## src/rtl/timer_pkg.sv

```systemverilog
// Shared constants and helpers for the delay timer bank: clock divisors and
// the per-channel state encoding.
package timer_pkg;

    localparam int DEFAULT_CLK_FREQ = 12_000_000;

    // Clocks per microsecond (unit_ms = 0) or per millisecond (unit_ms = 1), never below 1.
    function automatic int div_for(input int clk_freq, input bit unit_ms);
        int d;
        d = unit_ms ? (clk_freq / 1_000) : (clk_freq / 1_000_000);
        return (d < 1) ? 1 : d;
    endfunction

    function automatic int presc_width(input int ms_div);
        return (ms_div > 1) ? $clog2(ms_div) : 1;
    endfunction

    localparam int US_DIV = div_for(DEFAULT_CLK_FREQ, 1'b0);
    localparam int MS_DIV = div_for(DEFAULT_CLK_FREQ, 1'b1);

    typedef enum logic {
        ST_IDLE = 1'b0,
        ST_RUN  = 1'b1
    } ch_state_e;

endpackage

```

## src/rtl/delay_timer_bank_if.sv

```systemverilog
// Control/status bundle of the delay timer bank: per-channel strobes, load
// values and the busy/done status returned by the bank.
interface delay_timer_bank_if #(
    parameter int N_CH  = 4,
    parameter int CNT_W = 16
);
    logic [N_CH-1:0]       start;
    logic [N_CH-1:0]       cancel;
    logic [N_CH*CNT_W-1:0] count;
    logic [N_CH-1:0]       unit_ms;
    logic [N_CH-1:0]       periodic;
    logic [N_CH-1:0]       busy;
    logic [N_CH-1:0]       done;

    modport master (
        output start, cancel, count, unit_ms, periodic,
        input  busy, done
    );

    modport slave (
        input  start, cancel, count, unit_ms, periodic,
        output busy, done
    );
endinterface

```

## src/rtl/delay_timer_channel.sv

```systemverilog
// One timer channel: per-channel prescaler and unit counter, latched load
// values, IDLE/RUN FSM and registered busy/done.
module delay_timer_channel
    import timer_pkg::*;
#(
    parameter int CLK_FREQ = DEFAULT_CLK_FREQ,
    parameter int CNT_W    = 16
) (
    input  logic             clk,
    input  logic             rst,
    input  logic             start,
    input  logic             cancel,
    input  logic [CNT_W-1:0] count,
    input  logic             unit_ms,
    input  logic             periodic,
    output logic             busy,
    output logic             done
);

    localparam int CH_US_DIV = div_for(CLK_FREQ, 1'b0);
    localparam int CH_MS_DIV = div_for(CLK_FREQ, 1'b1);
    localparam int PW        = presc_width(CH_MS_DIV);

    localparam logic [PW-1:0] US_LAST   = PW'(CH_US_DIV - 1);
    localparam logic [PW-1:0] MS_LAST   = PW'(CH_MS_DIV - 1);
    localparam logic          US_IS_ONE = (CH_US_DIV == 1);
    localparam logic          MS_IS_ONE = (CH_MS_DIV == 1);

    ch_state_e        state_q, state_d;
    logic [PW-1:0]    presc_q, presc_d;
    logic [CNT_W-1:0] units_q, units_d;
    logic [CNT_W-1:0] count_q, count_d;
    logic             unit_ms_q, unit_ms_d;
    logic             periodic_q, periodic_d;
    logic             fire_q, fire_d;
    logic             busy_q, busy_d;
    logic             done_q, done_d;

    logic [PW-1:0]    start_last;
    logic [PW-1:0]    run_last;
    logic             t_one;
    logic             expire;

    // A period of one clock never enters RUN; fire_q carries its single done pulse.
    always_comb begin
        start_last = unit_ms ? MS_LAST : US_LAST;
        run_last   = unit_ms_q ? MS_LAST : US_LAST;
        t_one      = (count == '0) || ((count == CNT_W'(1)) && (unit_ms ? MS_IS_ONE : US_IS_ONE));
        expire     = fire_q || ((state_q == ST_RUN) && (presc_q == '0) && (units_q == '0));
    end

    always_comb begin
        // NOTE: every signal gets its default first so no branch leaves one unassigned (no latch).
        state_d    = state_q;
        presc_d    = presc_q;
        units_d    = units_q;
        count_d    = count_q;
        unit_ms_d  = unit_ms_q;
        periodic_d = periodic_q;
        fire_d     = 1'b0;
        done_d     = 1'b0;

        if (cancel) begin
            state_d = ST_IDLE;
        end else if (start) begin
            count_d    = count;
            unit_ms_d  = unit_ms;
            periodic_d = periodic && !t_one;
            if (t_one) begin
                state_d = ST_IDLE;
                fire_d  = 1'b1;
                presc_d = '0;
                units_d = '0;
            end else begin
                state_d = ST_RUN;
                presc_d = start_last;
                units_d = count - CNT_W'(1);
            end
        end else if (expire) begin
            done_d = 1'b1;
            if ((state_q == ST_RUN) && periodic_q) begin
                presc_d = run_last;
                units_d = count_q - CNT_W'(1);
            end else begin
                state_d = ST_IDLE;
            end
        end else if (state_q == ST_RUN) begin
            if (presc_q != '0) begin
                presc_d = presc_q - PW'(1);
            end else begin
                presc_d = run_last;
                units_d = units_q - CNT_W'(1);
            end
        end

        // busy covers the cycles strictly after the start edge until expiry.
        busy_d = (state_d == ST_RUN) && !start;
    end

    // NOTE: sequential state uses non-blocking assignments so every flop samples pre-edge values.
    always_ff @(posedge clk) begin
        if (rst) begin
            state_q    <= ST_IDLE;
            presc_q    <= '0;
            units_q    <= '0;
            count_q    <= '0;
            unit_ms_q  <= 1'b0;
            periodic_q <= 1'b0;
            fire_q     <= 1'b0;
            busy_q     <= 1'b0;
            done_q     <= 1'b0;
        end else begin
            state_q    <= state_d;
            presc_q    <= presc_d;
            units_q    <= units_d;
            count_q    <= count_d;
            unit_ms_q  <= unit_ms_d;
            periodic_q <= periodic_d;
            fire_q     <= fire_d;
            busy_q     <= busy_d;
            done_q     <= done_d;
        end
    end

    assign busy = busy_q;
    assign done = done_q;

endmodule

```

## src/rtl/delay_timer_bank.sv

```systemverilog
// Bank of independent delay/interval timers; each channel runs its own
// prescaler so channels never share phase.
module delay_timer_bank
    import timer_pkg::*;
#(
    parameter int CLK_FREQ = DEFAULT_CLK_FREQ,
    parameter int N_CH     = 4,
    parameter int CNT_W    = 16
) (
    input  logic               clk,
    input  logic               rst,
    delay_timer_bank_if.slave  bus
);

    for (genvar i = 0; i < N_CH; i++) begin : g_ch
        delay_timer_channel #(
            .CLK_FREQ (CLK_FREQ),
            .CNT_W    (CNT_W)
        ) u_ch (
            .clk      (clk),
            .rst      (rst),
            .start    (bus.start[i]),
            .cancel   (bus.cancel[i]),
            .count    (bus.count[i*CNT_W +: CNT_W]),
            .unit_ms  (bus.unit_ms[i]),
            .periodic (bus.periodic[i]),
            .busy     (bus.busy[i]),
            .done     (bus.done[i])
        );
    end

endmodule

```

## src/flat_wrapper.sv

```systemverilog
// flat-port wrapper written by rule: the top's interface ports become plain ports
module delay_timer_bank_flat import timer_pkg::*;
#(
    parameter int CLK_FREQ = DEFAULT_CLK_FREQ,
    parameter int N_CH     = 4,
    parameter int CNT_W    = 16
)
  (clk, rst, bus_start, bus_cancel, bus_count, bus_unit_ms, bus_periodic, bus_busy, bus_done);
  delay_timer_bank_if #(.N_CH(N_CH), .CNT_W(CNT_W)) bus_i ();
  input  logic clk;
  input  logic rst;
  input wire logic [$bits(bus_i.start)-1:0] bus_start;
  input wire logic [$bits(bus_i.cancel)-1:0] bus_cancel;
  input wire logic [$bits(bus_i.count)-1:0] bus_count;
  input wire logic [$bits(bus_i.unit_ms)-1:0] bus_unit_ms;
  input wire logic [$bits(bus_i.periodic)-1:0] bus_periodic;
  output wire logic [$bits(bus_i.busy)-1:0] bus_busy;
  output wire logic [$bits(bus_i.done)-1:0] bus_done;
  assign bus_i.start = bus_start;
  assign bus_i.cancel = bus_cancel;
  assign bus_i.count = bus_count;
  assign bus_i.unit_ms = bus_unit_ms;
  assign bus_i.periodic = bus_periodic;
  assign bus_busy = bus_i.busy;
  assign bus_done = bus_i.done;
  delay_timer_bank #(.CLK_FREQ(CLK_FREQ), .N_CH(N_CH), .CNT_W(CNT_W)) u_core (.clk(clk), .rst(rst), .bus(bus_i));
endmodule
```

## config.mk

```make
export PLATFORM = sky130hd
export DESIGN_NAME = delay_timer_bank_flat
export DESIGN_NICKNAME = d
export VERILOG_FILES = /design/src/rtl/timer_pkg.sv /design/src/rtl/delay_timer_bank_if.sv /design/src/rtl/delay_timer_channel.sv /design/src/rtl/delay_timer_bank.sv /design/src/flat_wrapper.sv
export SDC_FILE = /design/constraint.sdc
export NUM_CORES = 1
export LEC_CHECK = 0
export BUFFER_PORTS_ARGS = -buffer_cell sky130_fd_sc_hd__buf_2
export CAP_MARGIN = 20
export CORE_UTILIZATION = 30
export DETAILED_ROUTE_END_ITERATION = 6
export GPL_ROUTABILITY_DRIVEN = 0
export GPL_TIMING_DRIVEN = 0
export PLACE_DENSITY_LB_ADDON = 0.25
export SYNTH_ARGS = -nofsm -noshare
export SYNTH_HDL_FRONTEND = slang
export SYNTH_SLANG_ARGS = --single-unit
```

## constraint.sdc

```tcl
create_clock -name clk -period 4.9 [get_ports clk]
set_input_delay 0.49 -clock clk [delete_from_list [all_inputs] [get_ports clk]]
set_output_delay 0.49 -clock clk [all_outputs]
set_load 0.005 [all_outputs]
```

# After elaboration in Yosys (flattened, before gate mapping)
# Index checks and enable logic that the tools add are counted.
[word_totals]
reg_bits = 208
mem_bits_ro = 0
memories = 0
mem_bits_rw = 0
latchBits = 0
[classes]
bitwise_logic = 8
eq_ne = 8
div_mod_pow = 0
mux = 84
n_lt_le_gt_ge = 0
n_mul = 0
addsub = 16
reduce_logical = 72
shifts = 0
[op_table]
columns = ["op", "count"]
rows = [
  ["2-to-1 mux 14 bit", 32],
  ["2-to-1 mux 16 bit", 24],
  ["subtractor 16 x 1 -> 16 bit, second input constant", 12],
  ["logical NOT 16 bit", 8],
  ["logical NOT 14 bit", 4],
  ["nonzero test 14 bit", 4],
  ["subtractor 14 x 1 -> 14 bit, second input constant", 4],
  ["2-to-1 mux 1 bit", 28],
  ["OR reduction 3 bit", 8],
  ["logical AND 1 bit", 20],
  ["AND reduction 4 bit", 4],
  ["!= test 3 x 2 -> 1 bit, second input constant", 4],
  ["!= test 3 bit, second input constant", 4],
  ["AND reduction 3 bit", 4],
  ["nonzero test 3 bit", 4],
  ["logical NOT 1 bit", 8],
  ["inverter 1 bit", 8],
  ["AND reduction 2 bit", 4],
  ["logical OR 1 bit", 4],
]

# Longest topological paths before layout
[depth]
ltp_word = 8
ltp_mapped = 18
mapped_depth_nobuf = 14

# Hierarchy
# Synthesis repeated with hierarchy kept, for this count alone.
[unflattened]
cells_unflattened = 1877
area_unflattened_um2 = 14306.2
[modules_own_cells]
columns = ["module", "cells_each", "area_per_inst_um2", "seq_area_each_um2", "n_inst"]
rows = [
  ["delay_timer_channel at u_core.g_ch[0].u_ch ...", 488, 3679.8, 1041.0, 2],
  ["delay_timer_channel at u_core.g_ch[3].u_ch", 459, 3503.4, 1041.0, 1],
  ["delay_timer_channel at u_core.g_ch[2].u_ch", 442, 3443.3, 1041.0, 1],
]

# Least setup slack after synthesis
# No wires, ideal clock.
[synth_timing]
path_type = "flip-flop to flip-flop"
from = "register u_core.g_ch[2].u_ch.units_q[7]"
to = "register u_core.g_ch[2].u_ch.units_q[10]"
synth_period_minus_slack_ps = 4073
t_required_ps = 4835
arrival_ps = 4008
path_stages_with_launch = 15
path_slack_ps = 827
setup_ps = 65
cell_sequence = "dfxtp_1 -> or4_4 -> or3_4 -> nor4_4 -> nor2_2 -> buf_2 -> buf_2 -> mux2i_1 -> ha_1 -> a21boi_0 -> o21ai_1 -> or4b_2 -> a211oi_1 -> o32ai_1 -> nor2_1"
[synth_between]
elab_chain_cells = 5
elab_cells_between_ends = 12
classes_between = "1 x add/sub; 2 x eq/ne; 4 x mux; 5 x reduce/logical"
[synth_lines]
columns = ["element", "line", "text"]
rows = [
  ["from (decl)", "delay_timer_channel.sv:31", "logic [CNT_W-1:0] units_q, units_d;"],
  ["from (signal assigned)", "delay_timer_channel.sv:115", "units_q <= units_d;"],
  ["subtractor 16 x 1 -> 16 bit / logical NOT 16 bit (equally long branches)", "delay_timer_channel.sv:92, delay_timer_channel.sv:49", ""],
  ["2-to-1 mux 16 bit / logical AND 1 bit (equally long branches)", "delay_timer_channel.sv:88, delay_timer_channel.sv:49", ""],
  ["2-to-1 mux 16 bit / logical OR 1 bit (equally long branches)", "delay_timer_channel.sv:87, delay_timer_channel.sv:49", ""],
  ["2-to-1 mux 16 bit (tied with other cells)", "delay_timer_channel.sv:79", "end else if (expire) begin"],
  ["2-to-1 mux 16 bit / AND reduction 4 bit (equally long branches)", "-", ""],
]
# Parallel ways exist; a longest one is shown, timed or not. The select of a mux whose other input is x is not followed.
# A chain may end at the register's enable or synchronous reset.

# Final worst setup path
[layout_timing]
from = "register u_core.g_ch[2].u_ch.presc_q[7]"
to = "register u_core.g_ch[2].u_ch.units_q[10]"
[layout_between]
elab_chain_cells = 6
elab_cells_between_ends = 11
classes_between = "2 x eq/ne; 2 x mux; 7 x reduce/logical"
[layout_lines]
columns = ["element", "line", "text"]
rows = [
  ["from (decl)", "delay_timer_channel.sv:30", "logic [PW-1:0] presc_q, presc_d;"],
  ["from (signal assigned)", "delay_timer_channel.sv:114", "presc_q <= presc_d;"],
  ["logical NOT 14 bit", "delay_timer_channel.sv:49", "expire = fire_q || ((state_q == ST_RUN) && (presc_q == '0) && (units_q == '0));"],
  ["logical AND 1 bit (2 in series)", "delay_timer_channel.sv:49", ""],
  ["logical OR 1 bit", "delay_timer_channel.sv:49", ""],
  ["!= test 3 bit (no line) (tied with other cells)", "-", ""],
  ["AND reduction 4 bit (no line) / 2-to-1 mux 16 bit (equally long branches)", "-", ""],
]
# Parallel ways exist; a longest one is shown, timed or not.

==> parameters.txt <==
Parameter                              Value

Clock network
  Depth of the CTS H-tree    1
  Buffer cell driving the clock tree root    sky130_fd_sc_hd__clkbuf_16
  Clock slew at reported path FFs    roughly 0.060 ns
  TritonCTS clock tree    done
  # clock sinks    between 200 and 250
  Max Buffers Root-to-Sink    3
  Total of hold buffers inserted after clock tree synthesis    0
  Skew-Pair Late Insertion Delay    0.56 ns
  Clock buffers created by TritonCTS    27

Placement
  Port Buffers    86
  Detailed Place HPWL    31500 µm

Floorplanning
  Die width    210 µm
  Core area    42200 µm²
  I/O pin total    90
  Chip Height    210 µm
  Effective utilization at floorplan    30.6%
  Placement row count    75
  Die outline area    43900 µm²

Synth
  Average footprint of a synthesized cell    7.37 µm²
  Number of distinct library cells after synthesis    78
  Most area-hungry cell type in the Yosys netlist    sky130_fd_sc_hd__dfxtp_1
  Top FF cell, synth    sky130_fd_sc_hd__dfxtp_1
  Total nets after synthesis    1854
  Post-synth top area share    32.2%
  Yosys Warn Count    0
  Area of the mapped netlist    12900 µm²
  Sequential-to-total area share from yosys stat    between 30% and 40%
  Number of enable flip-flop cells after synthesis    0
  Leading post-synthesis cells by cell area    sky130_fd_sc_hd__dfxtp_1 32%, sky130_fd_sc_hd__nand2_1 7.3%, sky130_fd_sc_hd__nor2_1 6.8%
  Cells after Synth    ~1800
  Register bit count reported by yosys    208
  Proportion of register bits with asynchronous set or reset after synthesis    0%

Timing
  Final sum of negative setup slack    0 ns
  Max-Slew Margin vs Limit    38.7%
  Fin Clk Skew    0.0192 ns
  Hold Violations, Final    0
  Total of endpoints with negative setup slack in the final report    0
  Number of pins exceeding their max-slew limit in the final report    0
  Highest achievable clock rate    218 MHz
  Final worst hold slack    0.190 ns
  Period minus WS final    4.58 ns
  Worst-margin pin slew    0.907 ns
  Portion of the clock cycle consumed by the worst path in the final layout    93.6%

Layout
  # nets final    1972
  Layout cell share with drive strength beyond 1    under 10%
  Most common library cell in the layout ignoring fill and taps    sky130_fd_sc_hd__nand2_1
  Layout overhead on the synthesized area    15.8%
  Top library cells by usage in the layout, fill and taps aside    250 x sky130_fd_sc_hd__nand2_1, 235 x sky130_fd_sc_hd__nor2_1, 208 x sky130_fd_sc_hd__dfxtp_1, 163 x sky130_fd_sc_hd__a21oi_1, 124 x sky130_fd_sc_hd__nor3_1
  Number of antenna cells inserted    0

Critical path
  Worst Setup End Kind    register
  Data required time of the worst path    5.39 ns
  Cell with the largest stage delay on the worst path    sky130_fd_sc_hd__or4b_2
  WP depth    14
  Crit path DAT    5.08 ns
  Kind of cell adding the most delay to the critical path    simple AND/OR/NAND/NOR gates
  Cell-by-cell listing of the critical path    or4_1 -> nand4b_1 -> nor4_4 -> nor2_2 -> buf_2 -> buf_2 -> mux2i_1 -> ha_1 -> a21boi_1 -> o21ai_1 -> or4b_2 -> a211oi_1 -> o32ai_1 -> nor2_1
  Largest stage delay on the critical path    0.66 ns
  Cell occurring most often along the worst timing path    sky130_fd_sc_hd__buf_2
  Kind of critical path    register to register
  Crit path launch type    register
  Peak fanout along the critical path    10
  Buffers plus inverters on the worst setup path    2
  Number of cells on the worst reg-to-reg path    14

Pwr
  Cell Int Power    3.57 mW
  Net switching power figure    1.78 mW
  Sequential share of power    36.4%
  Switching portion of total power    33.3%
  Max IR drop VDD    0.000205 V
  Combinational share of power    26.4%
  Leakage power summed over all cells    5.67 nW
  Clock network fraction of total power    between 30% and 40%
  Design Power    5.35 mW
  Ratio of total power to cell area    357 nW/µm²

Detailed routing
  Number of violations reported at the end of detailed-routing iteration 0    926
  Residual DRC count    0
  Antenna-violating nets left    0
  Average via count per standard cell    5.47
  Router iterations before antenna repair    6
  Overall routed net length    42800 µm
  Wire per inst    ~18 µm
  Via count of the routed design    13300

Worst hold path
  Number of cells on the worst hold path    3
  Tightest Hold Check Type    input port to register

Global routing
  Vias in the first global route    12500
  Pin count of the biggest net entering global routing    14
  Global route overflow    0
  Antenna violations before repair    0
  First-pass GRT wire length    68100 µm
  Total Routing Usage GR    19.1%

Job
  Maximum Capacitance Violations    0

Outcome
  Result of the run    finished, final reports clean
[logic make-up (layout without fill, tap and decap cells)]
group / Yosys count / count (layout) / share of synthesized area, %
flip-flops: 208 / 208 / 32.2
AND/OR/NAND/NOR: 825 / 825 / 30.5
buffers and inverters: 127 / 265 / 4.06
XOR/XNOR: 130 / 130 / 8.80
AO/OA/AOI/OAI: 420 / 420 / 20.5
multiplexers: 30 / 30 / 2.35
adder cells (fa/ha/maj): 16 / 16 / 1.55
[synth_stat cells, drive strengths merged, types with 26 or more instances]
cell,number
a211oi,51
xor2,68
dfxtp,208
nor3,124
or3,26
nor2,236
clkbuf,75
or4,26
o21ai,75
a21oi,165
mux2i,30
inv,29
nor4,46
xnor2,62
nand2,250
[power groups by stage]
stage	Combinational, mW	Clock [mW]	Sequential [mW]
after floorplan	1.04	0	1.94
after global placement	1.37	0	1.98
after detailed placement	1.38	0	1.98
after CTS	1.39	2.04	1.94
after global routing	1.57	2.12	1.96
final	1.41	1.99	1.95
[metal layers]
metal,track usage [%],part of all wire (%)
met1,26.1,46
met2,30.8,45
met3,2.86,5.8
met4,6.39,3.1
met5,0,0
[worst register-to-register path: stages, from the launching register on]
cell and delay [ns]:
sky130_fd_sc_hd__dfxtp_1 0.36, sky130_fd_sc_hd__or4_1 0.61, sky130_fd_sc_hd__nand4b_1 0.42, sky130_fd_sc_hd__nor4_4 0.36
sky130_fd_sc_hd__nor2_2 0.12, sky130_fd_sc_hd__buf_2 0.26, sky130_fd_sc_hd__buf_2 0.25, sky130_fd_sc_hd__mux2i_1 0.18
sky130_fd_sc_hd__ha_1 0.26, sky130_fd_sc_hd__a21boi_1 0.33, sky130_fd_sc_hd__o21ai_1 0.26, sky130_fd_sc_hd__or4b_2 0.66
sky130_fd_sc_hd__a211oi_1 0.24, sky130_fd_sc_hd__o32ai_1 0.12, sky130_fd_sc_hd__nor2_1 0.09
[path summary, 6_finish.rpt]
path	from	to	slack, ns
max	u_core.g_ch[2].u_ch.presc_q[7]$_SDFFE_PP0P_	u_core.g_ch[2].u_ch.units_q[10]$_SDFFE_PP0P_	0.32
min	bus_count[38]	u_core.g_ch[2].u_ch.count_q[6]$_SDFFE_PP0P_	0.19
max reg2reg	u_core.g_ch[2].u_ch.presc_q[7]$_SDFFE_PP0P_	u_core.g_ch[2].u_ch.units_q[10]$_SDFFE_PP0P_	0.32
min reg2reg	u_core.g_ch[2].u_ch.count_q[15]$_SDFFE_PP0P_	u_core.g_ch[2].u_ch.count_q[15]$_SDFFE_PP0P_	0.45
[per-stage QoR]
stage	instance area (µm²)	instances	setup WS (ns)	util, %
detailed placement	14000	2382	0.125	33.3
global route	15000	2433	-0.0123	35.5
CTS	14900	2431	0.112	35.4
global placement	14000	2381	0.0987	33.2
finish	15000	2433	0.316	35.5
floorplan	12900	1756	0.827	-
[state kept, by name, indices dropped and copies added (netlist names)]
name / count
u_core.g_ch.u_ch.fire_q: 4
u_core.g_ch.u_ch.busy: 4
u_core.g_ch.u_ch.state_q: 4
u_core.g_ch.u_ch.units_q: 64
u_core.g_ch.u_ch.count_q: 64
u_core.g_ch.u_ch.unit_ms_q: 4
u_core.g_ch.u_ch.presc_q: 56
u_core.g_ch.u_ch.periodic_q: 4
u_core.g_ch.u_ch.done: 4
[layout make-up]
cell class | count | area, µm²
Fill cell | 4528 | 27200
Multi-Input combinational cell | 1421 | 8270
Sequential cell | 208 | 4160
Clock buffer | 43 | 826
Tap cell | 539 | 674
Timing Repair Buffer | 89 | 453
Buffer | 97 | 414
Inverter | 30 | 113
Clock inverter | 6 | 63.8
[repair_timing]
| item | CTS | global route |
|---|---|---|
| endpoints found under the setup margin | 0 | 9 |
| resized for setup | 0 | 6 |
| setup buffers | 0 | 1 |
Power figures use the tool's default switching activity.
